**config.mk**
```make
export PLATFORM = sky130hd
export DESIGN_NAME = up_io_port_flat
export DESIGN_NICKNAME = d
export VERILOG_FILES = /design/src/rtl/up_io_port_if.sv /design/src/rtl/up_io_port.sv /design/src/flat_wrapper.sv
export SDC_FILE = /design/constraint.sdc
export NUM_CORES = 1
export LEC_CHECK = 0
export ABC_AREA = 1
export BUFFER_PORTS_ARGS = -buffer_cell sky130_fd_sc_hd__buf_2
export CAP_MARGIN = 10
export CORE_MARGIN = 2
export CORE_UTILIZATION = 30
export CTS_CLUSTER_DIAMETER = 80
export DETAILED_ROUTE_END_ITERATION = 16
export PLACE_DENSITY_LB_ADDON = 0.12
export SYNTH_ARGS = -nofsm -noshare
export SYNTH_HDL_FRONTEND = slang
export SYNTH_SLANG_ARGS = --single-unit
```
**constraint.sdc**
```tcl
create_clock -name clock -period 1.6 [get_ports clock]
set_input_delay 0.16 -clock clock [delete_from_list [all_inputs] [get_ports clock]]
set_output_delay 0.16 -clock clock [all_outputs]
set_load 0.01 [all_outputs]
```
**src/rtl/up_io_port_if.sv**
```systemverilog
// Processor-side IN/OUT bus and output-port handshake for up_io_port.
// The master modport is the processor/consumer side; the port itself uses slave.
interface up_io_port_if;
    logic       in_req;
    logic       in_sel;
    logic [3:0] data_bus_out;
    logic       data_oe;
    logic       out_req;
    logic [3:0] data_bus_in;
    logic [3:0] FF_out;
    logic       out_valid;
    logic       out_ack;
    logic       out_busy;
    logic       overrun;

    modport master (
        output in_req, in_sel, out_req, data_bus_in, out_ack,
        input  data_bus_out, data_oe, FF_out, out_valid, out_busy, overrun
    );

    modport slave (
        input  in_req, in_sel, out_req, data_bus_in, out_ack,
        output data_bus_out, data_oe, FF_out, out_valid, out_busy, overrun
    );
endinterface

```
**src/rtl/up_io_port.sv**
```systemverilog
// Microprocessor I/O port: debounced pushbutton input with sticky press events,
// and a one-deep buffered output latch with valid/ack handshake and overrun flag.
module up_io_port #(
    parameter int DEBOUNCE_CYCLES = 4
) (
    input  logic         clock,
    input  logic         reset,
    input  logic [3:0]   pushbuttons,
    up_io_port_if.slave  bus
);

    localparam logic [3:0] DB_LAST = 4'(DEBOUNCE_CYCLES - 1);

    typedef enum logic [1:0] {
        IDLE       = 2'd0,
        VALID      = 2'd1,
        VALID_PEND = 2'd2
    } state_t;

    logic [3:0] sync1_reg;
    logic [3:0] sync2_reg;
    logic [3:0] level_reg;
    logic [3:0] level_next;
    logic [3:0] event_reg;
    logic [3:0] event_next;
    logic [3:0] rise;
    logic       event_clear;

    state_t     state_reg;
    state_t     state_next;
    logic [3:0] ff_reg;
    logic [3:0] ff_next;
    logic [3:0] pend_reg;
    logic [3:0] pend_next;
    logic       overrun_reg;
    logic       overrun_next;

    // Two-flop synchronizer on the raw, asynchronous button pins.
    always_ff @(posedge clock) begin
        if (reset) begin
            sync1_reg <= 4'b0000;
            sync2_reg <= 4'b0000;
        end else begin
            sync1_reg <= pushbuttons;
            sync2_reg <= sync1_reg;
        end
    end

    // Per-button debounce: the level follows sync only after it has differed
    // for DEBOUNCE_CYCLES consecutive cycles.
    genvar gi;
    generate
        for (gi = 0; gi < 4; gi++) begin : g_debounce
            logic [3:0] cnt_reg;
            logic [3:0] cnt_next;
            logic       lvl_next;

            always_comb begin
                cnt_next = cnt_reg;
                lvl_next = level_reg[gi];
                if (sync2_reg[gi] == level_reg[gi]) begin
                    cnt_next = 4'd0;
                end else if (cnt_reg == DB_LAST) begin
                    cnt_next = 4'd0;
                    lvl_next = sync2_reg[gi];
                end else begin
                    cnt_next = cnt_reg + 4'd1;
                end
            end

            always_ff @(posedge clock) begin
                if (reset) begin
                    cnt_reg <= 4'd0;
                end else begin
                    cnt_reg <= cnt_next;
                end
            end

            assign level_next[gi] = lvl_next;
        end
    endgenerate

    // A press accepted on this edge survives an event read on the same edge.
    assign rise        = level_next & ~level_reg;
    assign event_clear = bus.in_req & bus.in_sel;
    assign event_next  = (event_reg & ~{4{event_clear}}) | rise;

    always_ff @(posedge clock) begin
        if (reset) begin
            level_reg <= 4'b0000;
            event_reg <= 4'b0000;
        end else begin
            level_reg <= level_next;
            event_reg <= event_next;
        end
    end

    always_comb begin
        bus.data_oe      = bus.in_req;
        bus.data_bus_out = 4'b0000;
        if (bus.in_req) begin
            bus.data_bus_out = bus.in_sel ? event_reg : level_reg;
        end
    end

    always_ff @(posedge clock) begin
        if (reset) begin
            state_reg   <= IDLE;
            ff_reg      <= 4'b0000;
            pend_reg    <= 4'b0000;
            overrun_reg <= 1'b0;
        end else begin
            state_reg   <= state_next;
            ff_reg      <= ff_next;
            pend_reg    <= pend_next;
            overrun_reg <= overrun_next;
        end
    end

    always_comb begin
        state_next   = state_reg;
        ff_next      = ff_reg;
        pend_next    = pend_reg;
        overrun_next = overrun_reg;
        case (state_reg)
            IDLE: begin
                if (bus.out_req) begin
                    ff_next    = bus.data_bus_in;
                    state_next = VALID;
                end
            end
            VALID: begin
                if (bus.out_ack && bus.out_req) begin
                    ff_next = bus.data_bus_in;
                end else if (bus.out_ack) begin
                    state_next = IDLE;
                end else if (bus.out_req) begin
                    pend_next  = bus.data_bus_in;
                    state_next = VALID_PEND;
                end
            end
            VALID_PEND: begin
                // On ack the pending value moves out; a same-cycle write refills it.
                if (bus.out_ack) begin
                    ff_next = pend_reg;
                    if (bus.out_req) begin
                        pend_next = bus.data_bus_in;
                    end else begin
                        state_next = VALID;
                    end
                end else if (bus.out_req) begin
                    overrun_next = 1'b1;
                end
            end
            default: begin
                state_next = IDLE;
            end
        endcase
    end

    assign bus.FF_out    = ff_reg;
    assign bus.out_valid = (state_reg != IDLE);
    assign bus.out_busy  = (state_reg == VALID_PEND);
    assign bus.overrun   = overrun_reg;

endmodule

```
**src/flat_wrapper.sv**
```systemverilog
// flat-port wrapper written by rule: the top's interface ports become plain ports
module up_io_port_flat 
#(
    parameter int DEBOUNCE_CYCLES = 4
)
  (clock, reset, pushbuttons, bus_in_req, bus_in_sel, bus_out_req, bus_data_bus_in, bus_out_ack, bus_data_bus_out, bus_data_oe, bus_FF_out, bus_out_valid, bus_out_busy, bus_overrun);
  up_io_port_if bus_i ();
  input  logic clock;
  input  logic reset;
  input  logic [3:0] pushbuttons;
  input wire logic [$bits(bus_i.in_req)-1:0] bus_in_req;
  input wire logic [$bits(bus_i.in_sel)-1:0] bus_in_sel;
  input wire logic [$bits(bus_i.out_req)-1:0] bus_out_req;
  input wire logic [$bits(bus_i.data_bus_in)-1:0] bus_data_bus_in;
  input wire logic [$bits(bus_i.out_ack)-1:0] bus_out_ack;
  output wire logic [$bits(bus_i.data_bus_out)-1:0] bus_data_bus_out;
  output wire logic [$bits(bus_i.data_oe)-1:0] bus_data_oe;
  output wire logic [$bits(bus_i.FF_out)-1:0] bus_FF_out;
  output wire logic [$bits(bus_i.out_valid)-1:0] bus_out_valid;
  output wire logic [$bits(bus_i.out_busy)-1:0] bus_out_busy;
  output wire logic [$bits(bus_i.overrun)-1:0] bus_overrun;
  assign bus_i.in_req = bus_in_req;
  assign bus_i.in_sel = bus_in_sel;
  assign bus_i.out_req = bus_out_req;
  assign bus_i.data_bus_in = bus_data_bus_in;
  assign bus_i.out_ack = bus_out_ack;
  assign bus_data_bus_out = bus_i.data_bus_out;
  assign bus_data_oe = bus_i.data_oe;
  assign bus_FF_out = bus_i.FF_out;
  assign bus_out_valid = bus_i.out_valid;
  assign bus_out_busy = bus_i.out_busy;
  assign bus_overrun = bus_i.overrun;
  up_io_port #(.DEBOUNCE_CYCLES(DEBOUNCE_CYCLES)) u_core (.clock(clock), .reset(reset), .pushbuttons(pushbuttons), .bus(bus_i));
endmodule
```
# Word level (Yosys, flattened, before mapping)
# Cells that the tools add are included.
# word_totals
reg_bits	43
inputBits	14
out_inout_bits	12
word_cells	79
# classes
addsub	4
eq_ne	17
mux	26
n_bitwise	7
n_reduce_logical	13
# op_table
cell	count
2-to-1 mux 4 bit	9
adder 4 x 1 -> 4 bit (second input constant)	4
equality test 4 x 2 -> 1 bit (second input constant)	4
2-to-1 mux 2 bit	6
case mux 4 bit (3 select lines)	1
OR reduction 3 bit	4
inequality test 2 bit (second input constant)	5
bitwise AND 4 bit	2
2-to-1 mux 1 bit	8
NOT 4 bit	2
case mux 4 bit (2 select lines)	1
AND reduction 4 bit	2
case mux 2 bit (3 select lines)	1
AND reduction 5 bit	1
equality test 1 bit	4
bitwise OR 4 bit	1
nonzero test 2 bit	2
inequality test 3 bit (second input constant)	1
AND reduction 3 bit	1
nonzero test 3 bit	1
equality test 2 x 1 -> 1 bit (second input constant)	1
equality test 2 bit (second input constant)	1
logical NOT 2 bit	1
inequality test 2 x 1 -> 1 bit (second input constant)	1
other kinds (3)	3

# Logic depth before layout (Yosys ltp)
# logic_depth
ltp_word	5
depth_mapped	6
ltp_nobuf	6

# Worst setup path after synthesis
# No wires, ideal clock.
# synth_path
path_type	flip-flop to flip-flop
startpoint	register u_core.g_debounce[0].cnt_reg[0]
endpoint	register u_core.g_debounce[0].cnt_reg[2]
setup_ns	0.070
arrival_time_ns	0.927
required_ns	1.530
path_slack_ns	0.602
stages_incl_launch_ff	4
n_path_buf	0
path_cell_list	dfxtp_1 ha_1 or2_2 a21oi_1
# synth_between
elab_chain_cells	2
elab_cells_between_ends	3
classes_between	add/sub (1); eq/ne (1); reduce/logical (1)
# synth_rtl
element	line	source
from (decl)	up_io_port.sv:54	logic [3:0] cnt_reg;
from (signal assigned)	up_io_port.sv:75	cnt_reg <= cnt_next;
branches (longest 2 deep; another with adder 4 x 1 -> 4 bit)	-	
# Parallel ways; which one is timed is not known.
# A chain may end at the register's enable or synchronous reset.

# Final worst setup path
# layout_path
startpoint	register u_core.state_reg[1]
endpoint	output bus_out_busy
# layout_between
elab_chain_cells	1
# layout_rtl
element	line	source
from (decl)	up_io_port.sv:29	state_t state_reg;
from (signal assigned)	up_io_port.sv:113	state_reg <= state_next;
equality test 2 bit	up_io_port.sv:163	assign bus.out_busy = (state_reg == VALID_PEND);
to (decl)	flat_wrapper.sv:20	output wire logic [$bits(bus_i.out_busy)-1:0] bus_out_busy;
# No other way between the ends.

==> reports/results.tsv <==
stage	metric	value	unit
run_status	status	complete, no violations	
sta	post-route-period-util	84.3	%
routing	wl_per_cell	9.71	um
synth	netlist_top_cells_area	dfxtp_1 48%, nand2_1 9.3%, nor2_1 7.9%, a21oi_1 7.2%, inv_1 7.1%	
critical_path	start_kind	flip-flop	
synth	yosys-top-cells-count	45 x nand2_1, 43 x dfxtp_1, 38 x nor2_1	
pwr	vdd_drop_max	0.407	mV
synth	yosysTopAreaCellShare	47.6	%
grt	grt_pass1_vias	1304	
critical_path	setup.worst_path.class	flip-flop to output port	
worst_hold_path	hp-start	pushbuttons[0]	
synth	dominantRegCellSynth	dfxtp_1	
clocking	cts_resized	0	
clocking	clk_latency	300	ps
die	core	5890	um2
grt	grt_pass1_wl	5.76	mm
pwr	p_leak	0.931	nW
cells_and_area	drive_gt1_share	16.4	%
clocking	htree_levels	2	
synth	yosysWarnings	0	
grt	grt_usage	11.3	%
sta	skew	7.82	ps
die	dieHeight	81.7	um
die	dieWidth	81.7	um
clocking	cts_num_sinks	43	
sta	fin_setup_tns	0	ps
clocking	hold_buffers	0	
critical_path	cp_max_fo	7	
cells_and_area	fin_nets	286	
sta	maxSlewViolCount	0	
cells_and_area	diodes	0	
sta	worstMarginPinSlew	439	ps
sta	period_needed	1350	ps
routing	drtPass1Iterations	4	
synth	synthArstFlopShare	0	%
critical_path	critPathCaptureType	output port	
synth	synth-compound-area-share	10.2	%
synth	synth_fa_ha_area_share	2.77	%
synth	synth-simple-area-share	27.7	%
pwr	p_per_area	1020	nW/um2
die	start_util	30.7	%
critical_path	required	1440	ps
synth	yosysMostFrequentCell	nand2_1	
routing	routed_wl	3.34	mm
routing	drtIter0Drc	16	
cells_and_area	largest_reg_flops	16	
clocking	post_cts_buffers	0	
cells_and_area	n_fill_cell	651	
critical_path	r2r_end	u_core.g_debounce[2].cnt_reg[2]	
placement	dp_hpwl	2.46	mm
routing	ant_nets	0	
clocking	path_clk_slew	90	ps
synth	syn_avg_cell_area	7.54	um2
clocking	cts_tree	yes	
worst_hold_path	holdPathStages	3	
clocking	root_buffer	clkbuf_8	
clocking	cts_buffers	5	
cells_and_area	fin_util	36.1	%
synth	synth_cell_types	21	
critical_path	r2r_cells	4	
synth	syn_inst	240	
synth	ys_ff_latch	43	
synth	yosys-mux-area-fraction	0	%
die	pin_count	26	
cells_and_area	synthToLayoutAreaGrowth	17.3	%
routing	vias	1464	
sta	slew_headroom	70.7	%
worst_hold_path	worstHoldPathType	input port to flip-flop	
critical_path	r2r-start	u_core.g_debounce[2].cnt_reg[0]	
die	die_area	6670	um2
synth	synthesis.area	1810	um2
synth	synth_edf_count	0	
job	cap_viol_max_count	0	
critical_path	r2r_setup_slack	490	ps
grt	grt_start_max_net_pins	19	
synth	yosysSeqAreaShare	47.6	%
die	rows	28	
synth	synth_xor_area_share	2.42	%
placement	gp_congestion	0.674	
sta	setup_viol	0	
worst_hold_path	hold-path-endpoint	u_core.sync1_reg[0]	
synth	synth_top_family_by_area	simple AND/OR/NAND/NOR gates	
routing	drc	0	
placement	io_buffers	25	
sta	timing_hold_violations_final	0	
clocking	clk_path_buf_depth	2	
sta	fmax	742	MHz
routing	vias_per_cell	4.26	
critical_path	cp_data_arrival_time	1190	ps
synth	yosys.area.top_type	dfxtp_1	
sta	rsz0062_at_grt	false	
grt	overflow	0	
grt	grt_antenna_before_repair	0	
synth	syn_nets	258	
[layer usage]
| layer | up-vias | GRT usage [%] | share of wire, % |
|---|---|---|---|
| met5 | - | 0 | 0 |
| met4 | 0 | 5.00 | 1.8 |
| met3 | 7 | 3.19 | 5.7 |
| met2 | 31 | 17.6 | 42 |
| met1 | 618 | 14.5 | 50 |
| li1 | 808 | - | - |
[worst max-delay path, cell delays in order (launching register included)]
cell	delay, ps
dfxtp_1	430
inv_2	120
nor2_4	180
buf_2	170
[area by class of cell]
cell class	instances	area, um2	share of cell area (%)
clock buffers	6	82.6	3.89
clock inverters	2	38.8	1.83
repair buffers	26	133	6.25
multi-input cells	156	778	36.7
flip-flops and latches	43	861	40.6
inverters	36	135	6.37
well taps	75	93.8	4.42
[cells by family after synthesis]
kind of cell               Yosys count
AOI/OAI and AO/OA                   36
DFF                                 43
and+or+nand+nor                    111
adders and majority gates            4
buffers and inverters               41
xor gates and xnor gates             5
[power breakdown]
| group | switching [mW] | total, mW | internal [mW] |
|---|---|---|---|
| registers | 0.0175 | 1.12 | 1.10 |
| clock network | 0.381 | 0.894 | 0.514 |
| logic | 0.101 | 0.163 | 0.0624 |
[placed cells by master, fill, tap and decap left out, drive strengths merged]
master and n:
bufinv 1, clkbuf 6, buf 26, a31oi 1, xor2 5, nand3 17, o21ai 8, or2 4
inv 37, ha 4, nand2 46, a21oi 26, a21o 1, dfxtp 43, nor2 39, nand4 5
[stage by stage]
step	std cells	power (mW)	setup slack, ps	hold slack, ps	cell area (um2)
6_report	344	2.17	252	56.9	2120
3_5_place_dp	336	1.31	442	368	2000
5_1_grt	344	2.29	177	56.6	2120
2_1_floorplan	240	1.25	602	267	1810
3_3_place_gp	336	1.31	474	366	2000
4_1_cts	344	2.22	223	49.1	2120
[worst max path at each step]
stage / from / endpoint / slack, ps
final: u_core.state_reg[1] / bus_out_busy / 250
after CTS: u_core.state_reg[1] / bus_out_busy / 220
after global placement: reset / u_core.g_debounce[1].cnt_reg[2] / 470
after detailed placement: reset / u_core.g_debounce[2].cnt_reg[2] / 440
after global routing: u_core.state_reg[1] / bus_out_busy / 180
after floorplan: u_core.g_debounce[0].cnt_reg[0] / u_core.g_debounce[0].cnt_reg[2] / 600
Power figures use the tool's default switching activity.
